--- config.mk ---
export PLATFORM = sky130hd
export DESIGN_NAME = jtag_debug_port_flat
export DESIGN_NICKNAME = d
export VERILOG_FILES = /design/src/rtl/jtag_debug_port_if.sv /design/src/rtl/jtag_debug_port.sv /design/src/flat_wrapper.sv
export SDC_FILE = /design/constraint.sdc
export NUM_CORES = 1
export LEC_CHECK = 0
export CAP_MARGIN = 20
export CORE_UTILIZATION = 52
export CTS_BUF_LIST = sky130_fd_sc_hd__clkbuf_2
export DETAILED_ROUTE_END_ITERATION = 16
export PLACE_DENSITY = 0.81
export SLEW_MARGIN = 10
export SYNTH_ARGS = -nofsm -noshare
export SYNTH_HDL_FRONTEND = slang
export SYNTH_SLANG_ARGS = --single-unit
export TNS_END_PERCENT = 1
--- constraint.sdc ---
create_clock -name clk -period 2 [get_ports clk]
set_input_delay 0.3 -clock clk [delete_from_list [all_inputs] [get_ports clk]]
set_output_delay 0.3 -clock clk [all_outputs]
set_load 0.02 [all_outputs]
--- src/rtl/jtag_debug_port_if.sv ---
// rtl/jtag_debug_port_if.sv - UJTAG wrapper strobe bundle between TAP wrapper and debug responder
//
// Signals:
//   uireg   current user instruction (static during DR scans)
//   urstb   TAP reset, active low
//   udrck   data-register clock (TCK)
//   udrcap  Capture-DR state
//   udrsh   Shift-DR state
//   udrupd  Update-DR state
//   utdi    serial data from the host
//   utdo    serial data to the host
// Modports: master = TAP wrapper side, slave = responder side.

interface jtag_debug_port_if;
  logic [7:0] uireg;
  logic       urstb;
  logic       udrck;
  logic       udrcap;
  logic       udrsh;
  logic       udrupd;
  logic       utdi;
  logic       utdo;

  modport master (
    output uireg, urstb, udrck, udrcap, udrsh, udrupd, utdi,
    input  utdo
  );

  modport slave (
    input  uireg, urstb, udrck, udrcap, udrsh, udrupd, utdi,
    output utdo
  );
endinterface

--- src/rtl/jtag_debug_port.sv ---
// rtl/jtag_debug_port.sv - UJTAG user data register responder for probe capture and control write
//
// Ports:
//   clk, reset_n  system clock (>= 8x TCK), asynchronous active-low reset
//   ujtag         UJTAG strobes in, utdo out (slave modport of jtag_debug_port_if)
//   probe         PROBE_W-bit debug vector, asynchronous to TCK
//   trig          snapshot trigger, present only with JTAG_DBG_TRIGGER_EN
//   ctrl_reg      8-bit control register loaded from the host
//   ctrl_update   one-clk pulse whenever ctrl_reg is written
// Build option: define JTAG_DBG_TRIGGER_EN for the armed probe snapshot.

module jtag_debug_port #(
  parameter int         PROBE_W  = 32,
  parameter logic [7:0] IR_PROBE = 8'h55,
  parameter logic [7:0] IR_CTRL  = 8'h56
) (
  input  logic               clk,
  input  logic               reset_n,
  jtag_debug_port_if.slave   ujtag,
  input  logic [PROBE_W-1:0] probe,
`ifdef JTAG_DBG_TRIGGER_EN
  input  logic               trig,
`endif
  output logic [7:0]         ctrl_reg,
  output logic               ctrl_update
);

  // Synchronizer bit order: {urstb, utdi, udrupd, udrsh, udrcap, udrck}
  logic [5:0]         raw;
  logic [5:0]         sync1;
  logic [5:0]         sync2;
  logic               ck_d;
  logic               upd_d;
  logic               ck_s, cap_s, sh_s, upd_s, tdi_s, rstb_s;
  logic               ck_rise, ck_fall, upd_rise, ir_sel;
  logic [7:0]         ir_q;
  logic [PROBE_W-1:0] sr;
  logic [PROBE_W-1:0] probe_src;
  logic [PROBE_W-1:0] ctrl_cap;
  logic [7:0]         ctrl_view;
  logic               utdo_q;

  assign raw = {ujtag.urstb, ujtag.utdi, ujtag.udrupd,
                ujtag.udrsh, ujtag.udrcap, ujtag.udrck};
  assign {rstb_s, tdi_s, upd_s, sh_s, cap_s, ck_s} = sync2;

  always_ff @(posedge clk or negedge reset_n) begin
    if (!reset_n) begin
      sync1 <= '0;
      sync2 <= '0;
      ck_d  <= 1'b0;
      upd_d <= 1'b0;
    end else begin
      sync1 <= raw;
      sync2 <= sync1;
      ck_d  <= ck_s;
      upd_d <= upd_s;
    end
  end

  assign ck_rise  = ck_s & ~ck_d;
  assign ck_fall  = ~ck_s & ck_d;
  assign upd_rise = upd_s & ~upd_d;
  // uireg is stable during a scan, so it is used raw at detected TCK edges
  assign ir_sel   = (ujtag.uireg == IR_PROBE) || (ujtag.uireg == IR_CTRL);

`ifdef JTAG_DBG_TRIGGER_EN
  logic [2:0]         trig_sync;
  logic               trig_rise;
  logic               armed;
  logic               triggered;
  logic [PROBE_W-1:0] snap;

  assign trig_rise = trig_sync[1] & ~trig_sync[2];

  always_ff @(posedge clk or negedge reset_n) begin
    if (!reset_n) begin
      trig_sync <= '0;
      armed     <= 1'b0;
      triggered <= 1'b0;
      snap      <= '0;
    end else begin
      trig_sync <= {trig_sync[1:0], trig};
      if (!rstb_s) begin
        armed     <= 1'b0;
        triggered <= 1'b0;
      end else if (upd_rise && ir_q == IR_CTRL) begin
        // ctrl_reg[0] is the arm bit; clearing it also drops the snapshot
        armed <= sr[0];
        if (!sr[0]) triggered <= 1'b0;
      end else if (trig_rise && armed && !triggered) begin
        snap      <= probe;
        triggered <= 1'b1;
      end
    end
  end

  assign probe_src = triggered ? snap : probe;
  assign ctrl_view = {triggered, ctrl_reg[6:0]};
`else
  assign probe_src = probe;
  assign ctrl_view = ctrl_reg;
`endif

  always_comb begin
    ctrl_cap      = '0;
    ctrl_cap[7:0] = ctrl_view;
  end

  always_ff @(posedge clk or negedge reset_n) begin
    if (!reset_n) begin
      sr          <= '0;
      utdo_q      <= 1'b0;
      ctrl_reg    <= '0;
      ctrl_update <= 1'b0;
      ir_q        <= '0;
    end else if (!rstb_s) begin
      // TAP reset holds the scan path and control register clear
      sr          <= '0;
      utdo_q      <= 1'b0;
      ctrl_reg    <= '0;
      ctrl_update <= 1'b0;
    end else begin
      ctrl_update <= 1'b0;
      if (ck_rise || ck_fall) ir_q <= ujtag.uireg;
      if (ck_rise) begin
        if (cap_s) begin
          if (ujtag.uireg == IR_PROBE)     sr <= probe_src;
          else if (ujtag.uireg == IR_CTRL) sr <= ctrl_cap;
        end else if (sh_s && ir_sel) begin
          sr <= {tdi_s, sr[PROBE_W-1:1]};
        end
      end
      if (ck_fall) utdo_q <= ir_sel ? sr[0] : 1'b0;
      if (upd_rise && ir_q == IR_CTRL) begin
        ctrl_reg    <= sr[7:0];
        ctrl_update <= 1'b1;
      end
    end
  end

  assign ujtag.utdo = utdo_q;

endmodule

--- src/flat_wrapper.sv ---
// flat-port wrapper written by rule: the top's interface ports become plain ports
module jtag_debug_port_flat 
#(
  parameter int         PROBE_W  = 32,
  parameter logic [7:0] IR_PROBE = 8'h55,
  parameter logic [7:0] IR_CTRL  = 8'h56
)
  (clk, reset_n, probe, ctrl_reg, ctrl_update, ujtag_uireg, ujtag_urstb, ujtag_udrck, ujtag_udrcap, ujtag_udrsh, ujtag_udrupd, ujtag_utdi, ujtag_utdo);
  jtag_debug_port_if ujtag_i ();
  input  logic clk;
  input  logic reset_n;
  input  logic [PROBE_W-1:0] probe;
  output logic [7:0] ctrl_reg;
  output logic ctrl_update;
  input wire logic [$bits(ujtag_i.uireg)-1:0] ujtag_uireg;
  input wire logic [$bits(ujtag_i.urstb)-1:0] ujtag_urstb;
  input wire logic [$bits(ujtag_i.udrck)-1:0] ujtag_udrck;
  input wire logic [$bits(ujtag_i.udrcap)-1:0] ujtag_udrcap;
  input wire logic [$bits(ujtag_i.udrsh)-1:0] ujtag_udrsh;
  input wire logic [$bits(ujtag_i.udrupd)-1:0] ujtag_udrupd;
  input wire logic [$bits(ujtag_i.utdi)-1:0] ujtag_utdi;
  output wire logic [$bits(ujtag_i.utdo)-1:0] ujtag_utdo;
  assign ujtag_i.uireg = ujtag_uireg;
  assign ujtag_i.urstb = ujtag_urstb;
  assign ujtag_i.udrck = ujtag_udrck;
  assign ujtag_i.udrcap = ujtag_udrcap;
  assign ujtag_i.udrsh = ujtag_udrsh;
  assign ujtag_i.udrupd = ujtag_udrupd;
  assign ujtag_i.utdi = ujtag_utdi;
  assign ujtag_utdo = ujtag_i.utdo;
  jtag_debug_port #(.PROBE_W(PROBE_W), .IR_PROBE(IR_PROBE), .IR_CTRL(IR_CTRL)) u_core (.clk(clk), .reset_n(reset_n), .ujtag(ujtag_i), .probe(probe), .ctrl_reg(ctrl_reg), .ctrl_update(ctrl_update));
endmodule
==> Word level (Yosys, flattened, before mapping) <==
Cells that the tools add are included.
W data, S select, Z words.
{ "classes": {"add_sub_neg": 0, "n_mul": 0, "div": 0, "n_lt_le_gt_ge": 0, "eq_ne": 8, "shifts": 0, "muxes": 13, "bitwise": 6, "n_reduce_logical": 6} }
{ "ops": {"columns": ["op", "count"], "rows": [
  ["$mux W32", 6],
  ["$eq A8 B7 Y1 const B", 3],
  ["$mux W8", 2],
  ["$ne A2 B2 Y1 const B", 3],
  ["$mux W1", 5],
  ["$ne A4 B4 Y1 const B", 1],
  ["$and A1 B1 Y1", 3],
  ["$ne A3 B3 Y1 const B", 1],
  ["$not A1 Y1", 3],
  ["$reduce_and A3 Y1", 1],
  ["$logic_and A1 B1 Y1", 2],
  ["$logic_or A1 B1 Y1", 2],
  ["$reduce_and A2 Y1", 1]
]} }
{ "word_totals": {"regBits": 64, "latchBits": 0, "ramBits": 0, "rom_bits": 0, "input_bits": 48, "out_inout_bits": 10, "wordCells": 42, "mem_count": 0} }

==> Logic depth before layout (Yosys ltp) <==
Gate-level depths: netlist (run 1).
{ "depth": {"word_depth": 7, "ltp_mapped": 7, "depth_no_buf": 6} }

==> Least setup slack after synthesis (run 1) <==
Ideal clock, no wire load.
{ "synth_path": {"path_kind": "input port to flip-flop", "startpoint": "input port ujtag_uireg[5]", "endpoint": "register u_core.sr[2]", "setup_time_ns": 0.092, "arrival_time_ns": 1.630, "setup_slack_ns": 0.278, "stages": 7, "n_path_buf": 3, "path_cell_list": "nand4bb_1 buf_2 nor3_2 or3b_1 buf_2 buf_6 o31ai_2"} }
{ "synth_via": {"elab_chain_cells": 5, "word_cells_on_any_way": 11, "cone_classes": "eq/ne (4); mux (4); reduce/logical (3)"} }
{ "synth_rtl": {"columns": ["item", "line", "text"], "rows": [
  ["start, declared", "flat_wrapper.sv:15", "input wire logic [$bits(ujtag_i.uireg)-1:0] ujtag_uireg;"],
  ["$eq A8 B7 Y1 (on tied branches)", "jtag_debug_port.sv:65, jtag_debug_port.sv:128, jtag_debug_port.sv:129", null],
  ["$logic_or A1 B1 Y1 or $mux W32 (tied branches)", "jtag_debug_port.sv:65, jtag_debug_port.sv:128", null],
  ["$logic_and A1 B1 Y1 or $mux W32 (tied branches)", "jtag_debug_port.sv:130, jtag_debug_port.sv:127", null],
  ["$ne A3 B3 Y1 (no source line) or $mux W32 (tied branches)", null, null],
  ["$reduce_and A3 Y1 (no source line) or $mux W32 (tied branches)", null, null],
  ["end signal, assigned", "jtag_debug_port.sv:128", "if (ujtag.uireg == IR_PROBE) sr <= probe_src;"],
  ["end signal, assigned", "jtag_debug_port.sv:129", "else if (ujtag.uireg == IR_CTRL) sr <= ctrl_cap;"],
  ["end signal, assigned", "jtag_debug_port.sv:131", "sr <= {tdi_s, sr[PROBE_W-1:1]};"],
  ["end, declared", "jtag_debug_port.sv:37", "logic [PROBE_W-1:0] sr;"]
]} }
Several ways; a longest one is shown, not always the timed one. The select of a mux whose other input is x is not followed.
A chain may end at the register's enable or synchronous reset.

==> Worst setup path in the final report (run 1) <==
{ "layout_path": {"startpoint": "register u_core.ctrl_reg[7]", "endpoint": "output port ctrl_reg[7]"} }
{ "layout_lines": {"columns": ["item", "line", "text"], "rows": [
  ["start, declared", "jtag_debug_port.sv:24", "output logic [7:0] ctrl_reg,"],
  ["start signal, assigned", "jtag_debug_port.sv:136", "ctrl_reg <= sr[7:0];"],
  ["end, declared", "flat_wrapper.sv:13", "output logic [7:0] ctrl_reg;"]
]} }
No word-level cell between the ends.

==> impl_metrics.ini, run 1 <==
[sta]
worst-slew-pin-transition_ns = 0.398
setup_repair_after_global_routing_missed_its_margin = false
postLayoutSetupSlackWorst_ns = 0.182
final_hold_vios = 0
post-route-min-period_ns = 1.82
final.setup.tns_ns = 0
fin_worst_skew_ns = 0.0247
maxClockFrequency_ghz = 0.550
relative_slew_slack_pct = 73.4
timing.final.setup_violations = 0
timing.final.crit_share_pct = 90.9
finalMaxSlewViolations = 0

[die]
floorplan.rows = 26
floorplan.initialDensity_pct = 53.7
design.core.area_um2 = 5110
ios = 58
die_h_um = 74.6
die_w_um = 74.6
die-area_um2 = 5570

[routing]
via_per_inst = 5.56
dr_total_vias = 2168
drcViolationCount = 0
drt_first_pass_iters = 4
routed_wire_length_per_instance_um = 14.5
antenna_violating_nets_remaining = 0
detail_route.wirelength_mm = 5.66
detailedRoute.firstIterationViolations = 214

[clocking]
largest_buffer_count_on_any_clock_path = 2
clkSlewWorstSetupHoldPaths_ns = 0.20
clk_latency_ns = 0.49
tritoncts = yes
cts.sinks = 64
tritoncts.num_buffers = 9
clockRootBuffer = sky130_fd_sc_hd__clkbuf_2
cts_max_level = 3
cts_resized = 0
postCtsHoldBufs = 1
post-cts-setup-buffers = 0

[power]
switchingPower_w = 0.000604
totalPowerFinal_w = 0.00238
share_seq_of_total_power_pct = 57.3
intPower_w = 0.00177
power.ir.vdd_worst_mv = 0.488
power.combinational.fraction_pct = 10.5
sw_frac_of_total_pct = 25.4
p_per_area_nw_per_um2 = 664
total_leakage_power_nw = 1.50
clock_power_share_pct = 32.2

[worst_setup_path]
cpMaxStageDelayCell = sky130_fd_sc_hd__clkdlybuf4s50_1
rrSetupSlack_ns = 0.33
worst_r2r_path_depth = 7
critical_path.max_stage_delay_ns = 0.63
worst_path_dominant_cell_family = buffers and inverters
beginning_of_the_worst_register_to_register_path = u_core.ck_d
crit_path_end_kind = primary output
critPathKind = flip-flop to primary output
r2r_end = u_core.sr[18]
worst-endpoint-arrival_ns = 1.52
worst_ep_required_time_ns = 1.70
cp_cell_instances = clkdlybuf4s50_1
path_buf_inv = 1
critPathMaxFanout = 3
critical_path.startpoint = u_core.ctrl_reg[7]
cp-start-kind = flip-flop

[final_layout]
finish.net_count = 365
layout_commonest_cell = sky130_fd_sc_hd__dfrtp_1
drive_above_1_share_pct = 14.7
largest_register_ffs = 32
mostFrequentLayoutCells = sky130_fd_sc_hd__dfrtp_1, sky130_fd_sc_hd__clkdlybuf4s50_1, sky130_fd_sc_hd__nand2_1, sky130_fd_sc_hd__o21ai_0, sky130_fd_sc_hd__a22oi_1
n_antenna_cell = 0
area.growth.synth_to_final_pct = 30.6
final_cell_area_um2 = 3580
finalCoreUtilization_pct = 70.1

[synthesis]
synth_fp_nets = 301
synth_top_area_share_pct = 58.4
async_reset_ff_share_pct = 100
synth_area_um2 = 2740
total_of_flip_flops_plus_latches_after_synthesis = 64
synth-seq-area-share_pct = 58.4
synth-warning-count = 0
synthDominantAreaCellType = sky130_fd_sc_hd__dfrtp_1
synth_flop_cell = sky130_fd_sc_hd__dfrtp_1
synthesis.area_per_instance_um2 = 10.9
number_of_flops_mapped_to_enable_cells_by_yosys = 0
synthDistinctLibCells = 29
netlist_top_cells_area = sky130_fd_sc_hd__dfrtp_1, sky130_fd_sc_hd__a22oi_1, sky130_fd_sc_hd__o21ai_0, sky130_fd_sc_hd__nand2_1, sky130_fd_sc_hd__mux2_2
postSynthCellCount = 251

[global_routing]
first_pass_grt_wire_length_mm = 9.41
grt_ovf = 0
number_of_antenna_violations_at_the_first_check_in_global_routing = 0
grt_start_max_net_pins = 65
grt.total_usage_pct = 23.0
grt_pass1_vias = 2088

[place]
io_buffers = 57
place.detailed.hpwl_mm = 3.88
detailedPlace.worstSlack_ns = -0.184
placed_cell_area_um2 = 3450
finalWeightedCongestion = 0.727

[min_path]
worst_hold_path_type = input port to flip-flop
worst_hold_path.num_cells = 1
min-delay-start = ujtag_udrsh
endpoint_of_the_worst_hold_path = u_core.sync1[2]

[job]
maxCapViolCount = 0

[run_status]
outcome = finished, final reports clean
[per-stage QoR]
step | std cells | hold slack (ns)
2_1_floorplan | 251 | 0.00441
3_3_place_gp | 373 | 0.332
3_5_place_dp | 373 | 0.335
4_1_cts | 390 | 0.185
5_1_grt | 390 | 0.181
6_report | 390 | 0.207
[final cells by class]
type | count | area, µm²
Clock buffer | 9 | 45.0
Clock inverter | 7 | 72.6
Fill cell | 414 | 1530
Inverter | 12 | 45.0
Multi-Input combinational cell | 156 | 1010
Sequential cell | 64 | 1600
Tap cell | 70 | 87.6
Timing Repair Buffer | 72 | 718
[Yosys cell counts, types with 3 or more instances]
| cell | number |
|---|---|
| sky130_fd_sc_hd__inv_1 | 12 |
| sky130_fd_sc_hd__clkbuf_1 | 13 |
| sky130_fd_sc_hd__mux2_2 | 8 |
| sky130_fd_sc_hd__nor2_1 | 9 |
| sky130_fd_sc_hd__o31ai_2 | 6 |
| sky130_fd_sc_hd__dfrtp_1 | 64 |
| sky130_fd_sc_hd__nand2b_1 | 3 |
| sky130_fd_sc_hd__a22o_1 | 8 |
| sky130_fd_sc_hd__nand2_1 | 32 |
| sky130_fd_sc_hd__a22oi_1 | 24 |
| sky130_fd_sc_hd__buf_2 | 3 |
| sky130_fd_sc_hd__nor3b_1 | 8 |
| sky130_fd_sc_hd__o21ai_0 | 31 |
| sky130_fd_sc_hd__nor3_1 | 8 |
[how the worst max path moves through the flow]
stage | to | slack, ns | cells after the start
2_1_floorplan | u_core.sr[2] | 0.28 | 7
3_3_place_gp | u_core.sr[0] | -0.09 | 6
3_5_place_dp | u_core.sr[5] | -0.18 | 6
4_1_cts | ctrl_reg[2] | 0.14 | 1
5_1_grt | ctrl_reg[2] | 0.11 | 1
6_report | ctrl_reg[7] | 0.18 | 1
[layer usage]
metal  vias to the layer above  part of all wire, %  GRT usage, %
li1                       1019                    -             -
met1                      1063                   45          30.6
met2                        77                   49          36.7
met3                         9                  5.1          4.47
met4                         0                  1.1          10.7
met5                         -                    0             0
[cell families (layout without fill, tap and decap cells)]
logic type,count (synthesis),count (layout),share of synthesized area (%)
muxes,8,8,3.29
DFF,64,64,58.4
buffers and inverters,31,100,4.75
adders and majority gates,2,2,0.913
xor gates and xnor gates,1,1,0.320
AOI/OAI and AO/OA,75,75,19.0
and+or+nand+nor,70,70,13.3
[power by group through the flow]
stage	clock network, W	logic, W	registers, W
final	0.000766	0.000250	0.00136
after floorplan	0	0.0000962	0.00138
after CTS	0.000781	0.000253	0.00136
after detailed placement	0	0.000251	0.00139
after global placement	0	0.000248	0.00138
after global routing	0.000823	0.000273	0.00137
(Power assumes the default switching activity.)
==> inputs of run 2 (changes only) <==
PLACE_DENSITY = 0.83   (was 0.81)
==> impl_metrics.ini, run 2 (synthesis results as in run 1) <==
[routing]
via_per_inst = 5.47
dr_total_vias = 2118
drt_first_pass_iters = 5
drcViolationCount = 0
detailedRoute.firstIterationViolations = 283
antenna_violating_nets_remaining = 0
routed_wire_length_per_instance_um = 14.8
detail_route.wirelength_mm = 5.73

[global_routing]
first_pass_grt_wire_length_mm = 9.32
grt_start_max_net_pins = 65
grt_pass1_vias = 1982
number_of_antenna_violations_at_the_first_check_in_global_routing = 0
grt_ovf = 0
grt.total_usage_pct = 23.0

[die]
floorplan.initialDensity_pct = 53.7
die-area_um2 = 5570
die_h_um = 74.6
floorplan.rows = 26
ios = 58
die_w_um = 74.6
design.core.area_um2 = 5110

[final_layout]
drive_above_1_share_pct = 13.2
register_area_um2 = 1600
finish.net_count = 362
n_antenna_cell = 0
mostFrequentLayoutCells = sky130_fd_sc_hd__dfrtp_1, sky130_fd_sc_hd__clkdlybuf4s50_1, sky130_fd_sc_hd__nand2_1, sky130_fd_sc_hd__o21ai_0, sky130_fd_sc_hd__a22oi_1
final_cell_area_um2 = 3560
multi_input_area_um2 = 1010
fill_cells = 384
area.growth.synth_to_final_pct = 29.8
layout_commonest_cell = sky130_fd_sc_hd__dfrtp_1
largest_register_ffs = 32

[place]
placed_cell_area_um2 = 3440
finalWeightedCongestion = 0.741
place.detailed.hpwl_mm = 3.85
io_buffers = 57
detailedPlace.worstSlack_ns = -0.170

[sta]
maxClockFrequency_ghz = 0.549
relative_slew_slack_pct = 74.9
final_hold_vios = 0
finalMaxSlewViolations = 0
setup_repair_after_global_routing_missed_its_margin = false
worst-slew-pin-transition_ns = 0.372
fin_worst_skew_ns = 0.0241
postLayoutSetupSlackWorst_ns = 0.180
post-route-min-period_ns = 1.82
timing.final.crit_share_pct = 91.0
timing.final.setup_violations = 0

[worst_setup_path]
cpMaxStageDelayCell = sky130_fd_sc_hd__clkdlybuf4s50_1
worst_ep_required_time_ns = 1.70
path_depth = 1
cp-start-kind = flip-flop
critPathMaxFanout = 3
path_buf_inv = 1
crit_path_end_kind = primary output
critical_path.max_stage_delay_ns = 0.62
critPathKind = flip-flop to primary output
worst_path_dominant_cell_family = buffers and inverters
worst-endpoint-arrival_ns = 1.52
cp_cell_instances = clkdlybuf4s50_1
worst_r2r_path_depth = 6

[power]
p_per_area_nw_per_um2 = 660
total_leakage_power_nw = 1.48
power.ir.vdd_worst_mv = 0.391

[clocking]
tritoncts.num_buffers = 9
clockRootBuffer = sky130_fd_sc_hd__clkbuf_2
cts_max_level = 3
cts_resized = 0
cts.sinks = 64
clkSlewWorstSetupHoldPaths_ns = 0.19
largest_buffer_count_on_any_clock_path = 2
clk_latency_ns = 0.48
tritoncts = yes

[run_status]
outcome = finished, final reports clean

[min_path]
worst_hold_path.num_cells = 1
worst_hold_path_type = input port to flip-flop

[job]
maxCapViolCount = 0
## run 2: changes by cell type in the layout (fill, tap and decap cells not counted), sizes merged
cell	delta
buf	-3
## run 2: timing repair
action	in CTS	in global routing
buffers inserted	0	0
hold buffers	1	0
hold endpoints to repair	64	0
## run 2: power breakdown
part	switching (W)	total, W	leakage, nW	internal, W
clock	0.000462	0.000737	0.0628	0.000276
combinational	0.000105	0.000248	0.571	0.000142
sequential	0.0000222	0.00136	0.843	0.00134
total	0.000590	0.00235	1.48	0.00176
## run 2: final timing paths
kind | startpoint | slack, ns | to
max | u_core.ctrl_reg[5] | 0.18 | ctrl_reg[5]
min | ujtag_urstb | 0.24 | u_core.sync1[5]
max reg2reg | u_core.ck_d | 0.31 | u_core.sr[0]
min reg2reg | u_core.sync1[0] | 0.35 | u_core.sync2[0]
max in group asynchronous | reset_n | 1.38 | u_core.sr[12]
min in group asynchronous | reset_n | 0.33 | u_core.ir_q[6]
## run 2: area by class of cell
type	count	area share, %
Clock inverter	7	1.76
Sequential cell	64	45.0
Inverter	12	1.27
Tap cell	70	2.46
Clock buffer	9	1.27
Multi-Input combinational cell	156	28.4
Timing Repair Buffer	69	19.9
## run 2: per-layer routing
metal / part of all wire [%] / global-route usage, %
met5: 0 / 0
met2: 49 / 34.8
met1: 45 / 31.5
met3: 4.5 / 6.64
met4: 1.2 / 9.01
## run 2: through the flow
stage | std cells | hold slack (ns) | power [W] | setup TNS, ns | utilization [%]
after floorplan | 251 | 0.00441 | 0.00147 | 0 | -
after global placement | 370 | 0.332 | 0.00163 | -1.63 | 67.4
after detailed placement | 370 | 0.335 | 0.00164 | -2.65 | 67.4
after CTS | 387 | 0.198 | 0.00237 | 0 | 69.7
after global routing | 387 | 0.162 | 0.00245 | 0 | 69.7
final | 387 | 0.236 | 0.00235 | 0 | 69.7
